`src/rtl/op_encoder.sv`:
```
// Purpose: turns six raw push-buttons into debounced, prioritised, auto-repeating 5-bit operation strobes.
// Latency: DEBOUNCE_CYCLES+4 edges from the first sampling edge of a new level to the op_valid cycle.
// Backpressure: one-entry slot holds a command while busy=1; events arriving to a full, blocked slot pulse dropped.
module op_encoder #(
   parameter int DEBOUNCE_CYCLES = 1000000,
   parameter int REPEAT_DELAY    = 50000000,
   parameter int REPEAT_PERIOD   = 10000000
) (
   input  logic       clk,
   input  logic       rst,
   input  logic [5:0] btn,
   input  logic       busy,
   output logic [4:0] operation,
   output logic       op_valid,
   output logic       dropped
);

   localparam int DW   = $clog2(DEBOUNCE_CYCLES + 1);
   localparam int RMAX = (REPEAT_DELAY > REPEAT_PERIOD) ? REPEAT_DELAY : REPEAT_PERIOD;
   localparam int RW   = $clog2(RMAX + 1);

   logic [5:0]    sync1;
   logic [5:0]    sync2;
   logic [5:0]    stable;
   logic [5:0]    stable_d;
   logic [5:0]    press;
   logic [3:0]    dir_stable;
   logic [3:0]    dir_press;

   logic          rep_active;
   logic          rep_first;
   logic [1:0]    rep_btn;
   logic [RW-1:0] rep_cnt;
   logic          rep_held;
   logic          rep_fire;
   logic [1:0]    new_btn;
   logic [5:0]    rep_ev;

   logic [5:0]    ev;
   logic          ev_any;
   logic [2:0]    ev_code;
   logic          slot_full;
   logic [2:0]    slot_code;
   logic          emit;
   logic          accept;
   logic          drop;

   // Two-flop synchronizer for the asynchronous buttons.
   always_ff @(posedge clk) begin
      if (rst) begin
         sync1 <= '0;
         sync2 <= '0;
      end else begin
         sync1 <= btn;
         sync2 <= sync1;
      end
   end

   // Per-bit debounce: the stable state flips only after DEBOUNCE_CYCLES consecutive disagreeing edges.
   for (genvar i = 0; i < 6; i++) begin : g_db
      logic [DW-1:0] db_cnt;

      // Count consecutive disagreements; any agreement restarts the count.
      always_ff @(posedge clk) begin
         if (rst) begin
            db_cnt    <= '0;
            stable[i] <= 1'b0;
         end else if (sync2[i] != stable[i]) begin
            if (db_cnt == DW'(DEBOUNCE_CYCLES - 1)) begin
               db_cnt    <= '0;
               stable[i] <= ~stable[i];
            end else begin
               db_cnt <= db_cnt + 1'b1;
            end
         end else begin
            db_cnt <= '0;
         end
      end
   end

   // Delayed copy of the stable state, used to detect 0->1 press edges.
   always_ff @(posedge clk) begin
      if (rst) stable_d <= '0;
      else     stable_d <= stable;
   end

   assign press      = stable & ~stable_d;
   assign dir_stable = stable[5:2];
   assign dir_press  = press[5:2];
   assign rep_held   = dir_stable[rep_btn];
   assign rep_fire   = rep_active && rep_held &&
                       (rep_cnt == (rep_first ? RW'(REPEAT_DELAY) : RW'(REPEAT_PERIOD)));

   // Choose which direction the repeat timer follows when several are pressed together (left first).
   always_comb begin
      new_btn = 2'd0;
      if      (dir_press[0]) new_btn = 2'd0;
      else if (dir_press[1]) new_btn = 2'd1;
      else if (dir_press[2]) new_btn = 2'd2;
      else if (dir_press[3]) new_btn = 2'd3;
   end

   // Repeat timer: counts edges since the last press or repeat of the tracked direction.
   always_ff @(posedge clk) begin
      if (rst) begin
         rep_active <= 1'b0;
         rep_first  <= 1'b0;
         rep_btn    <= 2'd0;
         rep_cnt    <= '0;
      end else if (|dir_press) begin
         rep_active <= 1'b1;
         rep_first  <= 1'b1;
         rep_btn    <= new_btn;
         rep_cnt    <= RW'(1);
      end else if (rep_active && !rep_held) begin
         rep_active <= 1'b0;
      end else if (rep_fire) begin
         rep_first <= 1'b0;
         rep_cnt   <= RW'(1);
      end else if (rep_active) begin
         rep_cnt <= rep_cnt + 1'b1;
      end
   end

   // Route a repeat back onto the bit of the button it belongs to, so it shares that button's priority.
   always_comb begin
      rep_ev = '0;
      if (rep_fire) begin
         case (rep_btn)
            2'd0:    rep_ev[2] = 1'b1;
            2'd1:    rep_ev[3] = 1'b1;
            2'd2:    rep_ev[4] = 1'b1;
            default: rep_ev[5] = 1'b1;
         endcase
      end
   end

   assign ev     = press | rep_ev;
   assign ev_any = |ev;

   // Fixed priority: cancel > select > left > right > up > down; losers vanish silently.
   always_comb begin
      ev_code = 3'd0;
      if      (ev[1]) ev_code = 3'd2;
      else if (ev[0]) ev_code = 3'd1;
      else if (ev[2]) ev_code = 3'd3;
      else if (ev[3]) ev_code = 3'd4;
      else if (ev[4]) ev_code = 3'd5;
      else if (ev[5]) ev_code = 3'd6;
   end

   // Emission skips the cycle right after a strobe so op_valid never stays high two cycles.
   assign emit   = slot_full && !busy && !op_valid;
   assign accept = ev_any && (!slot_full || emit);
   assign drop   = ev_any && !accept;

   // Slot and output registers: the slot drains and refills on the same edge, never overwritten.
   always_ff @(posedge clk) begin
      if (rst) begin
         slot_full <= 1'b0;
         slot_code <= 3'd0;
         op_valid  <= 1'b0;
         operation <= 5'd0;
         dropped   <= 1'b0;
      end else begin
         op_valid  <= emit;
         operation <= emit ? {2'b00, slot_code} : 5'd0;
         dropped   <= drop;
         if (accept) begin
            slot_full <= 1'b1;
            slot_code <= ev_code;
         end else if (emit) begin
            slot_full <= 1'b0;
         end
      end
   end

endmodule

```
`config.mk`:
```
export PLATFORM = sky130hd
export DESIGN_NAME = op_encoder
export DESIGN_NICKNAME = d
export VERILOG_FILES = /design/src/rtl/op_encoder.sv
export SDC_FILE = /design/constraint.sdc
export NUM_CORES = 1
export LEC_CHECK = 0
export BUFFER_PORTS_ARGS = -buffer_cell sky130_fd_sc_hd__buf_2
export CAP_MARGIN = 20
export CORE_ASPECT_RATIO = 1.1
export CORE_MARGIN = 4
export CORE_UTILIZATION = 25
export CTS_BUF_LIST = sky130_fd_sc_hd__clkbuf_8
export DETAILED_ROUTE_END_ITERATION = 10
export HOLD_SLACK_MARGIN = 0.12
export MAX_ROUTING_LAYER = met4
export PLACE_DENSITY = 0.43
export SKIP_CTS_REPAIR_TIMING = 1
export SLEW_MARGIN = 20
export SYNTH_ARGS = -nofsm -noshare
export SYNTH_HDL_FRONTEND = slang
export SYNTH_SLANG_ARGS = --single-unit
```
`constraint.sdc`:
```
create_clock -name clk -period 4.3 [get_ports clk]
set_input_delay 0.215 -clock clk [delete_from_list [all_inputs] [get_ports clk]]
set_output_delay 0.215 -clock clk [all_outputs]
set_load 0.02 [all_outputs]
```
---- After elaboration in Yosys (flattened, before gate mapping) ----
Index checks and enable logic that the tools add are counted.
operators by class
  $add $sub $neg .......................... 7
  $mul .................................... 0
  divide/modulo/power cells ............... 0
  magnitude comparators ................... 1
  eq/ne operators ......................... 16
  shift operators ......................... 0
  multiplexer cells ....................... 29
  bitwise gates (word level) .............. 17
  reduce and logical (&&, ||, !) cells .... 39
operators with widths
  kind                                                                          count
  20-bit by 1-bit adder with 20-bit output, second input constant               6
  20-bit equality test, second input constant                                   6
  26-bit two-way mux                                                            3
  26-bit by 1-bit adder with 26-bit output, second input constant               1
  26-bit equality test                                                          1
  3-bit OR reduction                                                            7
  3-bit two-way mux                                                             6
  2-bit AND reduction                                                           9
  1-bit two-way mux                                                             14
  1-bit NOT                                                                     14
  2-bit two-way mux                                                             4
  2-bit nonzero test                                                            4
  1-bit logical AND                                                             7
  6-bit bitwise AND                                                             1
  1-bit != test                                                                 6
  6-bit NOT                                                                     1
  6-bit OR                                                                      1
  6-bit OR reduction                                                            1
  1-bit logical NOT                                                             5
  5-bit OR reduction                                                            1
  4-bit two-way mux                                                             1
  4-bit OR reduction                                                            1
  2-bit by 3-bit less-than comparator with 1-bit output, second input constant  1
  3-bit nonzero test                                                            1
  7 further kinds                                                               7
word-level totals
  register bits ........................... 185
  latch bits .............................. 0
  RAM bits ................................ 0
  ROM bits ................................ 0
  output and inout port bits .............. 7
  logic and storage cells ................. 135
  memories ................................ 0

---- Logic depth before layout (Yosys ltp) ----
Gate-level depths: netlist of the first run.
  depth after elaboration ................. 12
  gate-level depth with buffers ........... 8
  depth with buffers taken out ............ 7

---- Worst setup path before layout of the first run ----
Ideal clock, no wire load.
  kind .................................... register to register
  start ................................... register rep_cnt[9]
  end ..................................... register rep_cnt[10]
  setup time .............................. 117 ps
  arrival ................................. 1986 ps
  data required time ...................... 4183 ps
  path slack .............................. 2197 ps
  stages on the path, launching flop included .. 8
  path buffers ............................ 1
  period minus slack after synthesis ...... 2103 ps
  path through ............................ dfxtp_1 > nand2_2 > or4_4 > a2111oi_4 > nand2_1 > nand3b_1 > buf_2 > nor2_1
on the way
  word-level cells in the longest chain between the ends .. 4
ends and longest elaborated chain
  what                                                                              RTL line  RTL
  start: declaration                                                                33        logic [RW-1:0] rep_cnt;
  start signal: assignment                                                          121       rep_cnt <= rep_cnt + 1'b1;
  branches (longest 4 deep; another with 26-bit by 1-bit adder with 26-bit output)  -
Parallel ways; which one is timed is not known. The select of a mux whose other input is x is not followed.
A chain may end at the register's enable or synchronous reset.

---- Worst setup path in the final report of the first run ----
  start ................................... register rep_cnt[9]
  end ..................................... register rep_cnt[9]
The elaborated chain is that of the path after synthesis.

==> results.toml, run 1 <==
[grt]
grt_pass1_wl_um = 25200
track_usage = 0.0915
overflow = 0
antenna_found_initial = 0
grt_max_degree = 29
grt_pass1_vias = 5336

[clocking]
cts_buffers = 17
cts.reportedPaths.clkPinSlew_ns = 0.09
cts-root-buf = "clkbuf_8"
htreeDepth = 4
cts_tree = "yes"
clk_path_buf_depth = 2
clk_latency_ns = 0.45
clock-sinks = 183

[synth]
syn_area_mm2 = 0.00774
syn-instance-count = 867
yosys_warnings = 0
yosys-top-cells-area = "dfxtp_1 (47%), xor2_1 (8.8%), nor2_1 (8.7%), xnor2_1 (6.2%), nand3_1 (4.0%)"
yosys_most_used_dff = "dfxtp_1"
synth-xor-area-share = 0.151
async_flop_share = 0
yosysTopAreaCell = "dfxtp_1"
yosysTopAreaCellShare = 0.473
synth_top_family_by_area = "simple AND/OR/NAND/NOR gates"
synth_mux_area_frac = 0.0145
synth_compound_area_frac = 0.0273
synthAdderAreaFrac = 0.0129
synth_edf_count = 0
synth.avg_cell_area_um2 = 8.93
synthSimpleGateAreaFrac = 0.297
ys_ff_latch = 183
synth_seq_area_share = 0.473
yosys.cell_types.count = 48

[floorplan]
fp-row-count = 67
die_h_um = 193
ios = 16
initial_utilization = 0.254
fp.dieW_um = 176
core_area_mm2 = 0.0305
die-area_mm2 = 0.0338

[critical_path]
path_max_fanout = 24
r2r_start = "rep_cnt[9]"
worstSetupEndpointType = "flop"
critPathRequiredTime_ns = 4.60
cp.buffers_inverters = 0
cp_top_family = "simple AND/OR/NAND/NOR gates"
endpoint = "rep_cnt[9]"
slowest_delay_ns = 0.70
crit_type = "flop to flop"
path_cells = "nand2_2 -> or4_4 -> a2111oi_4 -> nand2_1 -> nand3b_1 -> nor2_1"
r2r-end = "rep_cnt[9]"
cp_num_cells = 6
r2r_cells = 6
cpMaxStageDelayCell = "nand3b_1"
cp-startpoint = "rep_cnt[9]"
arrival_ns = 3.04
rrSetupSlack_ns = 1.55
start_kind = "flop"

[sta]
worst_slew_pin_slew_ns = 0.970
fmax_mhz = 364
final_max_slew_viol_count = 0
maxSlewHeadroom = 0.351
rsz0062_at_grt = "no"
period_needed_ns = 2.75
setup_viol_count_final = 0
finalHoldViolations = 0
worst_slack_ns = 1.55
clock_skew_ns = 0.0185
min_period_over_period = 0.639
setup_tns_ns = 0

[place]
post-place-ws_ns = 1.53
gp_congestion = 0.703
dp_cells = 1272
hpwl_um = 9640
port-buffer-count = 13

[run]
maxCapViolCount = 0

[power_and_ir_drop]
peakVddDrop_mv = 0.169
total_leakage_power_nw = 2.76
power_density_mw_per_mm2 = 323

[drt]
wl_um = 14400
drc_errors = 0
wl_met2_um = 6330
ant_nets = 0
wl_met3_um = 311
wl_met1_um = 7560
vias_per_cell = 4.22
drtIter0Drc = 236
via_count = 5531
dr.pass1.iters = 4
avgRoutedWirePerCell_um = 11.0
highest_layer = "met4"

[status]
status = "complete, no violations"

[min_path]
worstHoldPathCells = 2
worstHoldPathType = "input pin to flop"

[layout]
area_growth_syn_to_layout_pct = 11.4
antenna_cells = 0
drive_gt1_frac = 0.0625
fin_cells = 1310
final_util = 0.283
nNetsFinal = 901
[metrics by stage]
step	power, mW	area, um^2	hold slack [ns]
floorplan	1.77	7740	0.315
global placement	1.78	8210	0.424
detailed placement	1.78	8210	0.423
CTS	2.85	8550	-0.0645
global route	2.93	8620	0.270
finish	2.79	8620	0.267
[worst min path at each step]
| stage | startpoint | to | slack [ns] |
|---|---|---|---|
| 2_1_floorplan | busy | op_valid | 0.32 |
| 3_3_place_gp | sync1[0] | sync2[0] | 0.42 |
| 3_5_place_dp | sync1[0] | sync2[0] | 0.42 |
| 4_1_cts | btn[4] | sync1[4] | -0.06 |
| 5_1_grt | rst | dir_stable[3] | 0.27 |
| 6_report | rst | sync1[4] | 0.27 |
[per-layer routing]
layer,GRT usage,up-vias
met5,-,-
met4,0.0297,0
met3,0.0210,11
met2,0.144,26
met1,0.117,2546
li1,-,2948
[sequential cells by signal, indices dropped and copies added (netlist names), 3 cells and up]
name and count:
operation 3, sync2 6, g_db.db_cnt 120, sync1 6, dir_stable 4, stable_d 6, rep_cnt 26, slot_code 3
[worst reg2reg max path, stage by stage (launching register included)]
cell and delay, ns:
dfxtp_1 0.44, nand2_2 0.08, or4_4 0.43, a2111oi_4 0.66, nand2_1 0.15, nand3b_1 0.70
nor2_1 0.15
[cells by family (layout without fill, tap and decap cells)]
logic type / after synthesis / after routing
XOR/XNOR: 133 / 133
AO/OA/AOI/OAI: 32 / 32
multiplexers: 10 / 10
AND/OR/NAND/NOR: 459 / 459
adder cells (fa/ha/maj): 8 / 8
other: 1 / 2
flip-flops: 183 / 183
buffers and inverters: 41 / 69
[cells in the mapped netlist, types with 12 or more instances]
cell type	n
dfxtp_1	183
nor2_1	179
xor2_1	78
nand3_1	62
xnor2_1	55
nand2_1	50
nor2b_1	27
nand4_1	26
and3_1	22
clkbuf_1	17
inv_1	17
nor3_1	16
and4_1	14
a21oi_1	13
or3_1	12
[cell usage in the layout, fill, tap and decap left out, types with 4 or more instances in the layout]
master         Yosys  final
nor2b_1           27     27
inv_1             17     18
buf_2              2     13
dlygate4sd3_1      0      7
nand2_1           50     50
or3_1             12     12
clkinvlp_4         0      5
clkbuf_8           0     19
ha_1               8      8
a21oi_1           13     13
nor2_1           179    179
nand3b_1           4      4
nor4_1            10     10
and4_1            14     14
o21ai_0            8      8
nand4_1           26     26
clkinv_2           0      4
nor4b_1           10     10
dfxtp_1          183    183
and3_1            22     22
mux2i_1            9      9
xor2_1            78     78
xnor2_1           55     55
nor3_1            16     16
and2_1            11     11
nand3_1           62     62
[final cells by class]
cell class | instances | area (um^2)
flip-flops and latches | 183 | 3660
clock buffers | 19 | 262
multi-input cells | 644 | 3890
repair buffers | 21 | 143
inverters | 17 | 63.8
well taps | 414 | 518
fillers | 3326 | 21900
clock inverters | 12 | 78.8
[power by group]
group,internal (mW),switching [mW]
Clock,0.424,0.621
Sequential,1.70,0.00393
Combinational,0.0134,0.0254
Power figures use the tool's default switching activity.
==> inputs of run 2 (changes only) <==
- PLACE_DENSITY: 0.43 -> 0.44
- clock period: 4.3 -> 2.5 ns (I/O delays scaled with it)
==> results.toml, run 2 (same netlist as run 1, synthesis figures left out) <==
[status]
status = "complete, no violations"

[grt]
grt_pass1_vias = 5321
track_usage = 0.0916
grt_max_degree = 33
grt_pass1_wl_um = 25200
antenna_found_initial = 0
overflow = 0

[drt]
drtIter0Drc = 283
dr.pass1.iters = 6
avgRoutedWirePerCell_um = 10.8
wl_um = 14300
ant_nets = 0
via_count = 5593
drc_errors = 0
vias_per_cell = 4.22

[sta]
period_needed_ns = 2.15
worst_slew_pin_slew_ns = 0.698
clock_skew_ns = 0.0171
min_period_over_period = 0.862
finalHoldViolations = 0
setup_viol_count_final = 0
final_max_slew_viol_count = 0
fmax_mhz = 464
setup_tns_ns = 0
rsz0062_at_grt = "no"
maxSlewHeadroom = 0.531
whs_ns = 0.172

[power_and_ir_drop]
peakVddDrop_mv = 0.299
total_leakage_power_nw = 2.88
total_power_mw = 5.22
power_density_mw_per_mm2 = 591

[clocking]
htreeDepth = 4
clock-sinks = 183
cts_buffers = 17
cts_tree = "yes"
clk_path_buf_depth = 2
cts-root-buf = "clkbuf_8"
cts.reportedPaths.clkPinSlew_ns = 0.10
clk_latency_ns = 0.45

[critical_path]
cpMaxStageDelayCell = "dfxtp_1"
slowest_delay_ns = 0.44
path_max_fanout = 10
crit_type = "flop to flop"
r2r_cells = 7
cp-startpoint = "rep_cnt[9]"
start_kind = "flop"
cp.buffers_inverters = 1
cp_top_family = "compound AO/OA/AOI/OAI gates"
cp_num_cells = 7
path_cells = "nand2_2 -> or4_4 -> a2111oi_4 -> buf_4 -> nand3_1 -> a31o_1 -> a311oi_1"
worstSetupEndpointType = "flop"
arrival_ns = 2.52
endpoint = "slot_code[1]"
r2r_start = "rep_cnt[9]"
rrSetupSlack_ns = 0.35
critPathRequiredTime_ns = 2.86
r2r-end = "slot_code[1]"

[layout]
antenna_cells = 0
mostFrequentLayoutCells = "dfxtp_1 (183), nor2_1 (179), xor2_1 (78), nand3_1 (62), xnor2_1 (55)"
area_growth_syn_to_layout_pct = 14.2
reg.largest.list = "g_db.db_cnt: 120 flops, rep_cnt: 26 flops"
final_common_cell = "dfxtp_1"
fin_cells = 1324
nNetsFinal = 914
largest_register_ff_count = 120
top_register = "g_db.db_cnt"
drive_gt1_frac = 0.0769
nFillCells = 3306

[floorplan]
ios = 16
fp.dieW_um = 176
die-area_mm2 = 0.0338
die_h_um = 193
fp-row-count = 67
initial_utilization = 0.254
core_area_mm2 = 0.0305

[place]
hpwl_um = 9720
dp_cells = 1285
gp_congestion = 0.744
port-buffer-count = 13

[run]
maxCapViolCount = 0

[min_path]
worstHoldPathType = "input pin to flop"
## run 2: power breakdown
part / internal (mW) / total, mW / leakage [nW] / switching, mW
Sequential: 2.92 / 2.93 / 1.48 / 0.00648
Combinational: 0.0310 / 0.0769 / 1.18 / 0.0459
Clock: 1.13 / 2.21 / 0.221 / 1.09
## run 2: worst register-to-register path: stages, from the launching register on
cell       delay [ns]
dfxtp_1          0.44
nand2_2          0.08
or4_4            0.43
a2111oi_4        0.35
buf_4            0.22
nand3_1          0.08
a31o_1           0.23
a311oi_1         0.24
## run 2: layer usage
metal / GRT usage / share of wire / vias up
met4: 0.0297 / 0.012 / 0
li1: - / - / 2977
met1: 0.119 / 0.52 / 2561
met5: - / 0 / -
met2: 0.144 / 0.45 / 45
met3: 0.0200 / 0.024 / 10
## run 2: how the worst min path moves through the flow
stage,startpoint,end,cells after the start
floorplan,busy,op_valid,1
global placement,btn[4],sync1[4],2
detailed placement,btn[4],sync1[4],2
CTS,btn[3],sync1[3],2
global route,rst,dir_stable[2],2
finish,rst,sync1[3],2
## run 2: cell type report
cell class / count / area [um^2] / share of cell area
tap: 414 / 518 / 0.0586
clock inverter: 14 / 196 / 0.0222
sequential: 183 / 3660 / 0.415
clock buffer: 18 / 248 / 0.0280
multi-input combinational: 644 / 3890 / 0.441
inverter: 17 / 63.8 / 0.00722
timing repair buffer: 34 / 253 / 0.0286
## run 2: per-stage QoR
stage | utilization | setup WS (ns) | instance area (um^2)
floorplan | - | 0.397 | 7740
global placement | 0.273 | 0.385 | 8320
detailed placement | 0.273 | 0.382 | 8320
CTS | 0.287 | 0.343 | 8770
global route | 0.290 | 0.112 | 8840
finish | 0.290 | 0.346 | 8840
